`config.mk`:
```
export PLATFORM = sky130hd
export DESIGN_NAME = nvram_ioctl
export DESIGN_NICKNAME = d
export VERILOG_FILES = /design/src/rtl/nvram_ioctl.sv
export SDC_FILE = /design/constraint.sdc
export NUM_CORES = 1
export LEC_CHECK = 0
export ABC_AREA = 1
export CAP_MARGIN = 20
export CORE_MARGIN = 2
export CORE_UTILIZATION = 65
export CTS_CLUSTER_SIZE = 12
export DETAILED_ROUTE_END_ITERATION = 12
export DONT_BUFFER_PORTS = 1
export GPL_TIMING_DRIVEN = 0
export PLACE_DENSITY = 0.84
export SETUP_SLACK_MARGIN = 0.2
export SLEW_MARGIN = 20
export SYNTH_ARGS = -nofsm -noshare
export SYNTH_HDL_FRONTEND = slang
export SYNTH_SLANG_ARGS = --single-unit
```
`constraint.sdc`:
```
create_clock -name clk_sys -period 4 [get_ports clk_sys]
set_input_delay 0.2 -clock clk_sys [delete_from_list [all_inputs] [get_ports clk_sys]]
set_output_delay 0.2 -clock clk_sys [all_outputs]
set_load 0.1 [all_outputs]
```
`src/rtl/nvram_ioctl.sv`:
```
// -----------------------------------------------------------------------------
// nvram_ioctl
//
// Bridges the Williams CMOS (high-score / settings NVRAM, 1024 nibbles) to the
// HPS ioctl channel. While an upload of index NV_INDEX is active, each ioctl_rd
// fetches one nibble from the CMOS RAM second port and returns it zero-extended
// on ioctl_din, stalling the HPS with ioctl_wait while the RAM read is in
// flight. While a download of index NV_INDEX is active, each ioctl_wr writes
// the low nibble of ioctl_dout back into the CMOS. The CPU is held for the
// whole transfer, and nv_dirty tracks whether the CPU has modified the CMOS
// since the last completed upload.
//
// Ports:
//   clk_sys         system clock (12 MHz)
//   reset           asynchronous active-high reset
//   ioctl_upload    HPS upload (core -> HPS) active
//   ioctl_download  HPS download (HPS -> core) active
//   ioctl_index     transfer index
//   ioctl_addr      byte address of the current ioctl access
//   ioctl_rd        one-cycle read request (upload)
//   ioctl_wr        one-cycle write strobe (download)
//   ioctl_dout      download data (only the low nibble is stored)
//   ioctl_din       upload data returned to the HPS
//   ioctl_wait      read in progress, HPS must stall
//   nv_addr         CMOS port-B address
//   nv_rd           CMOS port-B read strobe
//   nv_q            CMOS port-B read data, valid one cycle after nv_rd
//   nv_we           CMOS port-B write enable
//   nv_d            CMOS port-B write data
//   cpu_cmos_we     CPU write to CMOS (pulse)
//   cpu_hold        pauses the CPU during a matching transfer
//   nv_dirty        CMOS changed since the last completed upload
// -----------------------------------------------------------------------------
module nvram_ioctl #(
  parameter int ADDR_W   = 10,
  parameter int NV_INDEX = 4
) (
  input  logic              clk_sys,
  input  logic              reset,
  input  logic              ioctl_upload,
  input  logic              ioctl_download,
  input  logic [15:0]       ioctl_index,
  input  logic [24:0]       ioctl_addr,
  input  logic              ioctl_rd,
  input  logic              ioctl_wr,
  input  logic [7:0]        ioctl_dout,
  output logic [7:0]        ioctl_din,
  output logic              ioctl_wait,
  output logic [ADDR_W-1:0] nv_addr,
  output logic              nv_rd,
  input  logic [3:0]        nv_q,
  output logic              nv_we,
  output logic [3:0]        nv_d,
  input  logic              cpu_cmos_we,
  output logic              cpu_hold,
  output logic              nv_dirty
);

  localparam logic [15:0] NV_IDX = 16'(NV_INDEX);

  typedef enum logic [1:0] {IDLE, RD_REQ, RD_WAIT, RD_DONE} state_t;

  state_t state_reg, state_next;

  logic [ADDR_W-1:0] nv_addr_reg;
  logic              nv_we_reg;
  logic [3:0]        nv_d_reg;
  logic [7:0]        din_reg;
  logic              sel_d1_reg;
  logic              sel_up_d1_reg;
  logic              hold_reg;
  logic              dirty_reg;

  logic sel_up, sel_dn, in_range;
  logic rd_hit, rd_miss, wr_hit;

  // The upper data nibble has no home in the 4-bit CMOS.
  logic unused_dout_hi;
  assign unused_dout_hi = ^ioctl_dout[7:4];

  // Download takes priority: an upload is only selected while no download runs.
  assign sel_up   = ioctl_upload & ~ioctl_download & (ioctl_index == NV_IDX);
  assign sel_dn   = ioctl_download & (ioctl_index == NV_IDX);
  assign in_range = (ioctl_addr[24:ADDR_W] == '0);

  // Reads are only accepted from IDLE; requests arriving mid-read are dropped.
  assign rd_hit  = (state_reg == IDLE) & ioctl_rd & sel_up & in_range;
  assign rd_miss = (state_reg == IDLE) & ioctl_rd & sel_up & ~in_range;
  assign wr_hit  = ioctl_wr & sel_dn & in_range;

  always_ff @(posedge clk_sys or posedge reset) begin
    if (reset) begin
      state_reg <= IDLE;
    end else begin
      state_reg <= state_next;
    end
  end

  always_comb begin
    state_next = state_reg;
    case (state_reg)
      IDLE:    if (rd_hit) state_next = RD_REQ;
      RD_REQ:  state_next = RD_WAIT;
      RD_WAIT: state_next = RD_DONE;
      RD_DONE: state_next = IDLE;
      default: state_next = IDLE;
    endcase
  end

  always_ff @(posedge clk_sys or posedge reset) begin
    if (reset) begin
      nv_addr_reg   <= '0;
      nv_we_reg     <= 1'b0;
      nv_d_reg      <= 4'h0;
      din_reg       <= 8'hFF;
      sel_d1_reg    <= 1'b0;
      sel_up_d1_reg <= 1'b0;
      hold_reg      <= 1'b0;
      dirty_reg     <= 1'b0;
    end else begin
      // sel_up and sel_dn are exclusive, so a read and a write are never
      // accepted in the same cycle and nv_rd / nv_we cannot overlap.
      nv_we_reg <= wr_hit;
      if (wr_hit) begin
        nv_addr_reg <= ioctl_addr[ADDR_W-1:0];
        nv_d_reg    <= ioctl_dout[3:0];
      end else if (rd_hit) begin
        nv_addr_reg <= ioctl_addr[ADDR_W-1:0];
      end

      // RAM data is valid during RD_WAIT; otherwise ioctl_din holds.
      if (state_reg == RD_WAIT) begin
        din_reg <= {4'h0, nv_q};
      end else if (rd_miss) begin
        din_reg <= 8'hFF;
      end

      // Hold rises one cycle after selection and is stretched two cycles past
      // its end so a write accepted in the last selected cycle still lands.
      sel_d1_reg <= sel_up | sel_dn;
      hold_reg   <= sel_up | sel_dn | sel_d1_reg;

      // A fresh CPU write must never be lost to a simultaneous upload end.
      sel_up_d1_reg <= sel_up;
      if (cpu_cmos_we) begin
        dirty_reg <= 1'b1;
      end else if (sel_up_d1_reg & ~sel_up) begin
        dirty_reg <= 1'b0;
      end
    end
  end

  assign nv_rd      = (state_reg == RD_REQ);
  assign ioctl_wait = (state_reg == RD_REQ) | (state_reg == RD_WAIT);
  assign nv_addr    = nv_addr_reg;
  assign nv_we      = nv_we_reg;
  assign nv_d       = nv_d_reg;
  assign ioctl_din  = din_reg;
  assign cpu_hold   = hold_reg;
  assign nv_dirty   = dirty_reg;

endmodule

```
==> summary.md, run 1 <==
| Metric | Value |
|---|---|
| Port Buffers | 0 |
| Mapped Cells | 174 |
| Crit path kind | reg -> out |
| Area delta synth->final | 16.6% |
| Endpoint type of the worst setup path | primary output |
| Worst path slowest cell | ha_1 |
| Synth Area per Inst | 7.97 sq um |
| Via count | 1,171 |
| Unrepaired setup endpoints after global routing | no |
| Top post-synthesis cells by area | dfrtp_1, nand2_1, dfstp_2, nor2_1, nand3_2 |
| Status | completed |
| EDFF count, synth | 0 |
| Fill cell count | 134 |
| HPWL Detailed | 2160 um |
| Switching Fraction | between 20% and 30% |
| Switching power | approximately 110 uW |
| Final worst slack | 2090 ps |
| Period Utilization, post-route | 47.9% |
| Worst R2R Path Depth | 4 |
| First-pass GRT wire length | 4610 um |
| Post-CTS setup buffers | 0 |
| Die Ht | 50.2 um |
| CP max stage delay | 890 ps |
| FP Rows | 16 |
| Worst vdd ir | 0.221 mV |
| Multi-input logic area | 637 sq um |
| Sequential standard cell area | 657 sq um |
| Gpl congestion | between 0.7 and 0.8 |
| First-pass detailed-route iteration total | 4 |
| Reg-to-Reg End | state_reg[1] |
| IO Count | 87 |
| Setup Viol. Count Final | 0 |
| Post-CTS sizing | 0 |
| Leak pwr | around 0.85 nW |
| Final Hold Fails | 0 |
| Power Density | 277 nW/um^2 |
| Synth Warn # | 0 |
| Clock slew at reported path FFs | 130 ps |
| Diode count | 0 |
| Reg2Reg Setup Slack | 2350 ps |
| Sequential share of the synthesized area | 47.3% |
| Top post-synthesis cells by count | nand2_1, nor2_1, dfrtp_1 |
| Setup TNS | 0 ps |
| # Max-Cap Violations | 0 |
| Max reg flops | 10 |
| Area leader, netlist | dfrtp_1 |
| Max Freq | 522 MHz |
| Largest net degree at the start of global routing | 27 |
| Worst-margin pin slew | between 900 and 1000 ps |
| Initial antenna violation count | 0 |
| Clock share of power | 29.9% |
| Share of power burned in registers | 63.4% |
| Total CTS buffers | 3 |
| Clock net sink count | 26 |
| Reg2reg start | state_reg[0] |
| Starting density of the core | 70.0% |
| Gr usage total | roughly 25% |
| Hold EP | ioctl_din[2] |
| Routed WL per cell | 13.4 um |
| CTS tree | built |
| Root buffer cell | clkbuf_4 |
| Top-area cell type share of the netlist area | 37.9% |
| Synth cell types | 19 |
| GRT overflow | 0 |
| Pint | 339 uW |
| Initial DRC count | 15 |
| H-Tree Depth | 1 |
| Core region area | 1980 sq um |
| Slew Limit Headroom | a little over a third |
| Critical path cell sequence | inv_1, ha_1 |
| Seq cells post-synth | 26 |
| Worst-path fanout max | 3 |
| Tightest Hold Check Type | in -> reg |
| Hold path cells | 3 |
| Worst path required time | 3800 ps |
| Most common cell in the netlist | nand2_1 |
| Synthesized cell area | 1390 sq um |
| Number of remaining DRC errors | 0 |
| Hold Startpoint | nv_q[2] |
| Die Area | 2520 sq um |
| Vias in the first global route | 1,143 |
| Clk_lat worst skew | 330 ps |
| Layout Skew | 3.21 ps |
| Pins Over Slew Limit | 0 |
| Async S/R FF share, synth | 100% |
| Comb power frac | 6.7% |
| Vias/cell | 5.30 |
| Die Wd | between 50 and 60 um |
| Min Tclk post-route | 1910 ps |
| Top FF cell, synth | dfrtp_1 |
| Routed Wire Length | around 3000 um |
| Post-DRT Antenna Nets | 0 |
| Post-Syn Nets | 238 |
| CP startpoint kind | flop |
| Final core utilization | 81.6% |
| Layout cells sized above 1 | 16.5% |
| Clock tree buffer depth | 2 |
| Net count, final | around 260 |
| Critical Path AT | 1710 ps |
| Place WS | 2350 ps |
-- placed cells by master (no fill, tap or decap) --
master / n
nor2_4: 1
nand3_4: 1
o21ai_0: 1
nand2_4: 2
dlygate4sd3_1: 16
a21oi_1: 1
clkbuf_8: 1
dfrtp_1: 21
inv_1: 13
buf_4: 3
nand3_2: 6
clkbuf_4: 3
or2_2: 6
dfstp_2: 5
nor2_1: 32
nor2_2: 1
a21o_1: 1
nand2_2: 1
nand3_1: 11
buf_6: 2
ha_1: 4
nand2_1: 62
-- critical path, delay by kind of cell (launching register included) --
| kind | cells | cell delay, ps |
|---|---|---|
| fa+ha+maj | 1 | 890 |
| buf+inv | 1 | 90 |
| flops | 1 | 410 |
-- power by group through the flow --
| stage | combinational (mW) | sequential [mW] | clock [mW] |
|---|---|---|---|
| 2_1_floorplan | 0.0148 | 0.288 | 0 |
| 3_3_place_gp | 0.0169 | 0.289 | 0 |
| 3_5_place_dp | 0.0178 | 0.289 | 0 |
| 4_1_cts | 0.0304 | 0.284 | 0.136 |
| 5_1_grt | 0.0340 | 0.284 | 0.145 |
| 6_report | 0.0302 | 0.284 | 0.134 |
-- layer usage --
metal,vias up,share of wire (%),track usage (%)
met5,-,0,0
met4,0,1.3,9.72
met3,4,7.1,5.95
met2,53,52,46.3
met1,543,39,26.1
li1,571,-,-
-- through the flow --
step / hold WS [ps] / cell area, sq um / power [mW] / std cells
floorplan: 236 / 1390 / 0.303 / 174
global placement: 294 / 1420 / 0.306 / 201
detailed placement: 296 / 1420 / 0.307 / 201
CTS: 69.7 / 1620 / 0.450 / 221
global route: 65.9 / 1620 / 0.464 / 221
finish: 76.7 / 1620 / 0.448 / 221
-- worst max path at each step --
stage	startpoint	to
6_report	state_reg[0]	ioctl_wait
5_1_grt	state_reg[0]	ioctl_wait
4_1_cts	state_reg[0]	ioctl_wait
3_5_place_dp	state_reg[0]	state_reg[1]
3_3_place_gp	state_reg[0]	state_reg[1]
2_1_floorplan	state_reg[0]	state_reg[1]
-- cells by family after synthesis --
family	count (synthesis)	synth area share, %
AO/OA/AOI/OAI	3	1.26
AND/OR/NAND/NOR	123	41.0
buffers and inverters	18	6.76
adder cells (fa/ha/maj)	4	3.61
flip-flops	26	47.3
-- layout make-up --
type	instances	area share, %
buffer	5	2.78
clock buffer	4	2.24
inverter	13	3.02
multi-input combinational	130	39.4
sequential	26	40.6
tap	27	2.09
timing repair buffer	16	9.90
-- repair_timing --
action | in CTS | in global routing
endpoints found under the hold margin | 36 | 0
endpoints found under the setup margin | 0 | 0
hold buffers | 16 | 0
(Power assumes the default switching activity.)
==> inputs of run 2 (changes only) <==
--- a/config.mk
+++ b/config.mk
@@ -5,15 +5,15 @@
 export SDC_FILE = /design/constraint.sdc
 export NUM_CORES = 1
 export LEC_CHECK = 0
-export ABC_AREA = 1
+export ABC_AREA = 0
 export CAP_MARGIN = 20
 export CORE_MARGIN = 2
-export CORE_UTILIZATION = 65
+export CORE_UTILIZATION = 60
 export CTS_CLUSTER_SIZE = 12
 export DETAILED_ROUTE_END_ITERATION = 12
 export DONT_BUFFER_PORTS = 1
 export GPL_TIMING_DRIVEN = 0
-export PLACE_DENSITY = 0.84
+export PLACE_DENSITY = 0.79
 export SETUP_SLACK_MARGIN = 0.2
 export SLEW_MARGIN = 20
 export SYNTH_ARGS = -nofsm -noshare
==> constraint.sdc (replaced) <==
create_clock -name clk_sys -period 1.8 [get_ports clk_sys]
set_input_delay 0.09 -clock clk_sys [delete_from_list [all_inputs] [get_ports clk_sys]]
set_output_delay 0.09 -clock clk_sys [all_outputs]
set_load 0.1 [all_outputs]
==> summary.md, run 2 <==
| Metric | Value |
|---|---|
| Final worst slack | -127 ps |
| Endpoint type of the worst setup path | flop |
| Die Area | 2310 sq um |
| Hold path cells | 2 |
| Die Wd | between 40 and 50 um |
| Failing checks | negative setup slack |
| Final core utilization | 92.8% |
| Setup TNS | -1030 ps |
| First-pass GRT wire length | 4600 um |
| Area leader, netlist | dfrtp_1 |
| Hold Startpoint | ioctl_download |
| Most common cell in the netlist | dfrtp_1 |
| Pins Over Slew Limit | 0 |
| Reg-to-Reg End | nv_addr[8] |
| Layout Skew | 5.68 ps |
| Root buffer cell | clkbuf_4 |
| Number of remaining DRC errors | 0 |
| Hold EP | nv_we |
| Synth cell types | 26 |
| Gr usage total | between 30% and 40% |
| Initial DRC count | 39 |
| Worst path required time | a little over 2000 ps |
| Clk_lat worst skew | 330 ps |
| Min Tclk post-route | 1930 ps |
| Slew Limit Headroom | 36.0% |
| Die Ht | between 40 and 50 um |
| Top post-synthesis cells by area | dfrtp_1, mux2_2, dfstp_2, ha_1, nor4_1 |
| GRT overflow | 0 |
| Multi-input logic area | 531 sq um |
| Share of power burned in registers | between 60% and 70% |
| Top-area cell type share of the netlist area | 45.0% |
| Area delta synth->final | 41.8% |
| Max Freq | 519 MHz |
| # Max-Cap Violations | 0 |
| Critical Path AT | roughly 2200 ps |
| Period Utilization, post-route | 107% |
| HPWL Detailed | 1780 um |
| Largest net degree at the start of global routing | 27 |
| Crit path kind | reg -> reg |
| Status | complete, but fails checks |
| Starting density of the core | 65.5% |
| First-pass detailed-route iteration total | 4 |
| Total CTS buffers | 3 |
| Max reg flops | 10 |
| Clock slew at reported path FFs | 150 ps |
| Post-Syn Nets | 150 |
| IO Count | 87 |
| Core region area | between 1500 and 2000 sq um |
| Post-DRT Antenna Nets | 0 |
| Vias in the first global route | 953 |
| Fill cell count | 56 |
| Seq cells post-synth | 26 |
| Synthesized cell area | 1170 sq um |
| Sequential share of the synthesized area | 56.3% |
| Vias/cell | 6.78 |
| Worst-path fanout max | 5 |
| Clock net sink count | 26 |
| Final Hold Fails | 0 |
| FP Rows | 15 |
| CP startpoint kind | flop |
| Port Buffers | 0 |
| Routed Wire Length | 4580 um |
| Routed WL per cell | 30.3 um |
| Async S/R FF share, synth | 100% |
| Synth Area per Inst | 13.6 sq um |
| Worst vdd ir | ~0.62 mV |
| Reg2Reg Setup Slack | -130 ps |
| CTS tree | built |
| Sequential standard cell area | 657 sq um |
| Clock tree buffer depth | 2 |
| Net count, final | 190 |
| Top post-synthesis cells by count | dfrtp_1, mux2_2, nor4_1 |
| EDFF count, synth | 0 |
| Switching power | around 260 uW |
| Unrepaired setup endpoints after global routing | yes |
| Worst R2R Path Depth | 7 |
| Synth Warn # | 0 |
| Power Density | between 600 and 700 nW/um^2 |
| Leak pwr | 0.730 nW |
| Pint | 766 uW |
| Leading cell type in the layout, fill and taps excluded | dlygate4sd3_1 |
| H-Tree Depth | 1 |
| Initial antenna violation count | 1 |
| Most frequent cells in the layout | dlygate4sd3_1, dfrtp_1, buf_4 |
| Layout cells sized above 1 | 40.0% |
| Setup Viol. Count Final | 11 |
| Gpl congestion | about 0.72 |
| Mapped Cells | 86 |
| Via count | 1,024 |
| Top FF cell, synth | dfrtp_1 |
| Worst-margin pin slew | 963 ps |
| Switching Fraction | 25.0% |
| Reg2reg start | state_reg[1] |
| Clock share of power | 29.9% |
| Tightest Hold Check Type | in -> reg |
| Comb power frac | about 8.2% |
==> run 2: cell count changes after synthesis, moves of 10 or more <==
cell / previous run / this run
nand2_1: 62 / 1
nor2_1: 32 / 4
mux2_2: 0 / 15
nand3_1: 11 / 0
inv_1: 13 / 3
==> run 2: repair_timing <==
action                     4_1_cts  5_1_grt
setup endpoints to repair       21       24
setup buffers                    8        2
gates resized for setup          5        5
hold buffers                    23        0
cloned                           1        0
hold endpoints to repair        42        0
pin swaps                        2        4
==> run 2: worst max path at each step <==
stage / depth (start not counted) / endpoint / slack [ps] / startpoint
2_1_floorplan: 5 / nv_addr[0] / 50 / state_reg[0]
3_3_place_gp: 5 / nv_addr[3] / -70 / state_reg[0]
3_5_place_dp: 5 / nv_addr[6] / -140 / state_reg[0]
4_1_cts: 7 / nv_addr[3] / 10 / state_reg[1]
5_1_grt: 7 / nv_addr[3] / -130 / state_reg[1]
6_report: 7 / nv_addr[8] / -130 / state_reg[1]
==> run 2: logic make-up (layout without fill, tap and decap cells) <==
family	Yosys count	in the layout	share of synthesized area, %
and+or+nand+nor	24	24	13.6
muxes	16	16	15.3
buffers and inverters	7	46	3.21
other	0	1	0
DFF	26	26	56.3
AOI/OAI and AO/OA	9	9	7.29
adders and majority gates	4	4	4.29
==> run 2: stage by stage <==
| step | std cells | instance area [sq um] | setup WS (ps) | hold WS (ps) | power [mW] |
|---|---|---|---|---|---|
| 2_1_floorplan | 86 | 1180 | 55.0 | 126 | 0.665 |
| 3_3_place_gp | 111 | 1210 | -70.4 | 184 | 0.669 |
| 3_5_place_dp | 111 | 1210 | -140 | 189 | 0.670 |
| 4_1_cts | 147 | 1600 | 13.0 | 20.5 | 1.00 |
| 5_1_grt | 151 | 1660 | -133 | 45.4 | 1.06 |
| 6_report | 151 | 1660 | -127 | 26.7 | 1.02 |
==> run 2: metal layers <==
| metal | wire length (um) | vias to the layer above | global-route usage, % | share of wire, % |
|---|---|---|---|---|
| met3 | 396 | 28 | 8.52 | 8.7 |
| met2 | 2410 | 97 | 56.5 | 53 |
| li1 | - | 385 | - | - |
| met1 | 1470 | 514 | 31.8 | 32 |
| met5 | 0 | - | 0 | 0 |
| met4 | 299 | 0 | 20.5 | 6.5 |
==> run 2: area by class of cell <==
cell class                      count  area share (%)
Clock buffer                        4            2.19
Antenna cell                        1           0.151
Sequential cell                    26            39.7
Multi-Input combinational cell     53            32.0
Tap cell                           25            1.89
Inverter                            3           0.680
Buffer                              4            1.59
Timing Repair Buffer               35            21.8
==> run 2: power groups by stage <==
stage,combinational (mW),clock [mW],sequential [mW]
after floorplan,0.0237,0,0.641
after CTS,0.0687,0.300,0.631
after detailed placement,0.0281,0,0.642
after global placement,0.0272,0,0.642
final,0.0839,0.305,0.632
after global routing,0.0873,0.336,0.633
==> run 2: worst max-delay path, stage by stage, from the launching register on <==
cell      delay, ps
dfrtp_1         440
inv_2           110
ha_4            160
nand4b_1        200
a211oi_4        290
buf_4           180
buf_16          110
mux2_2          340
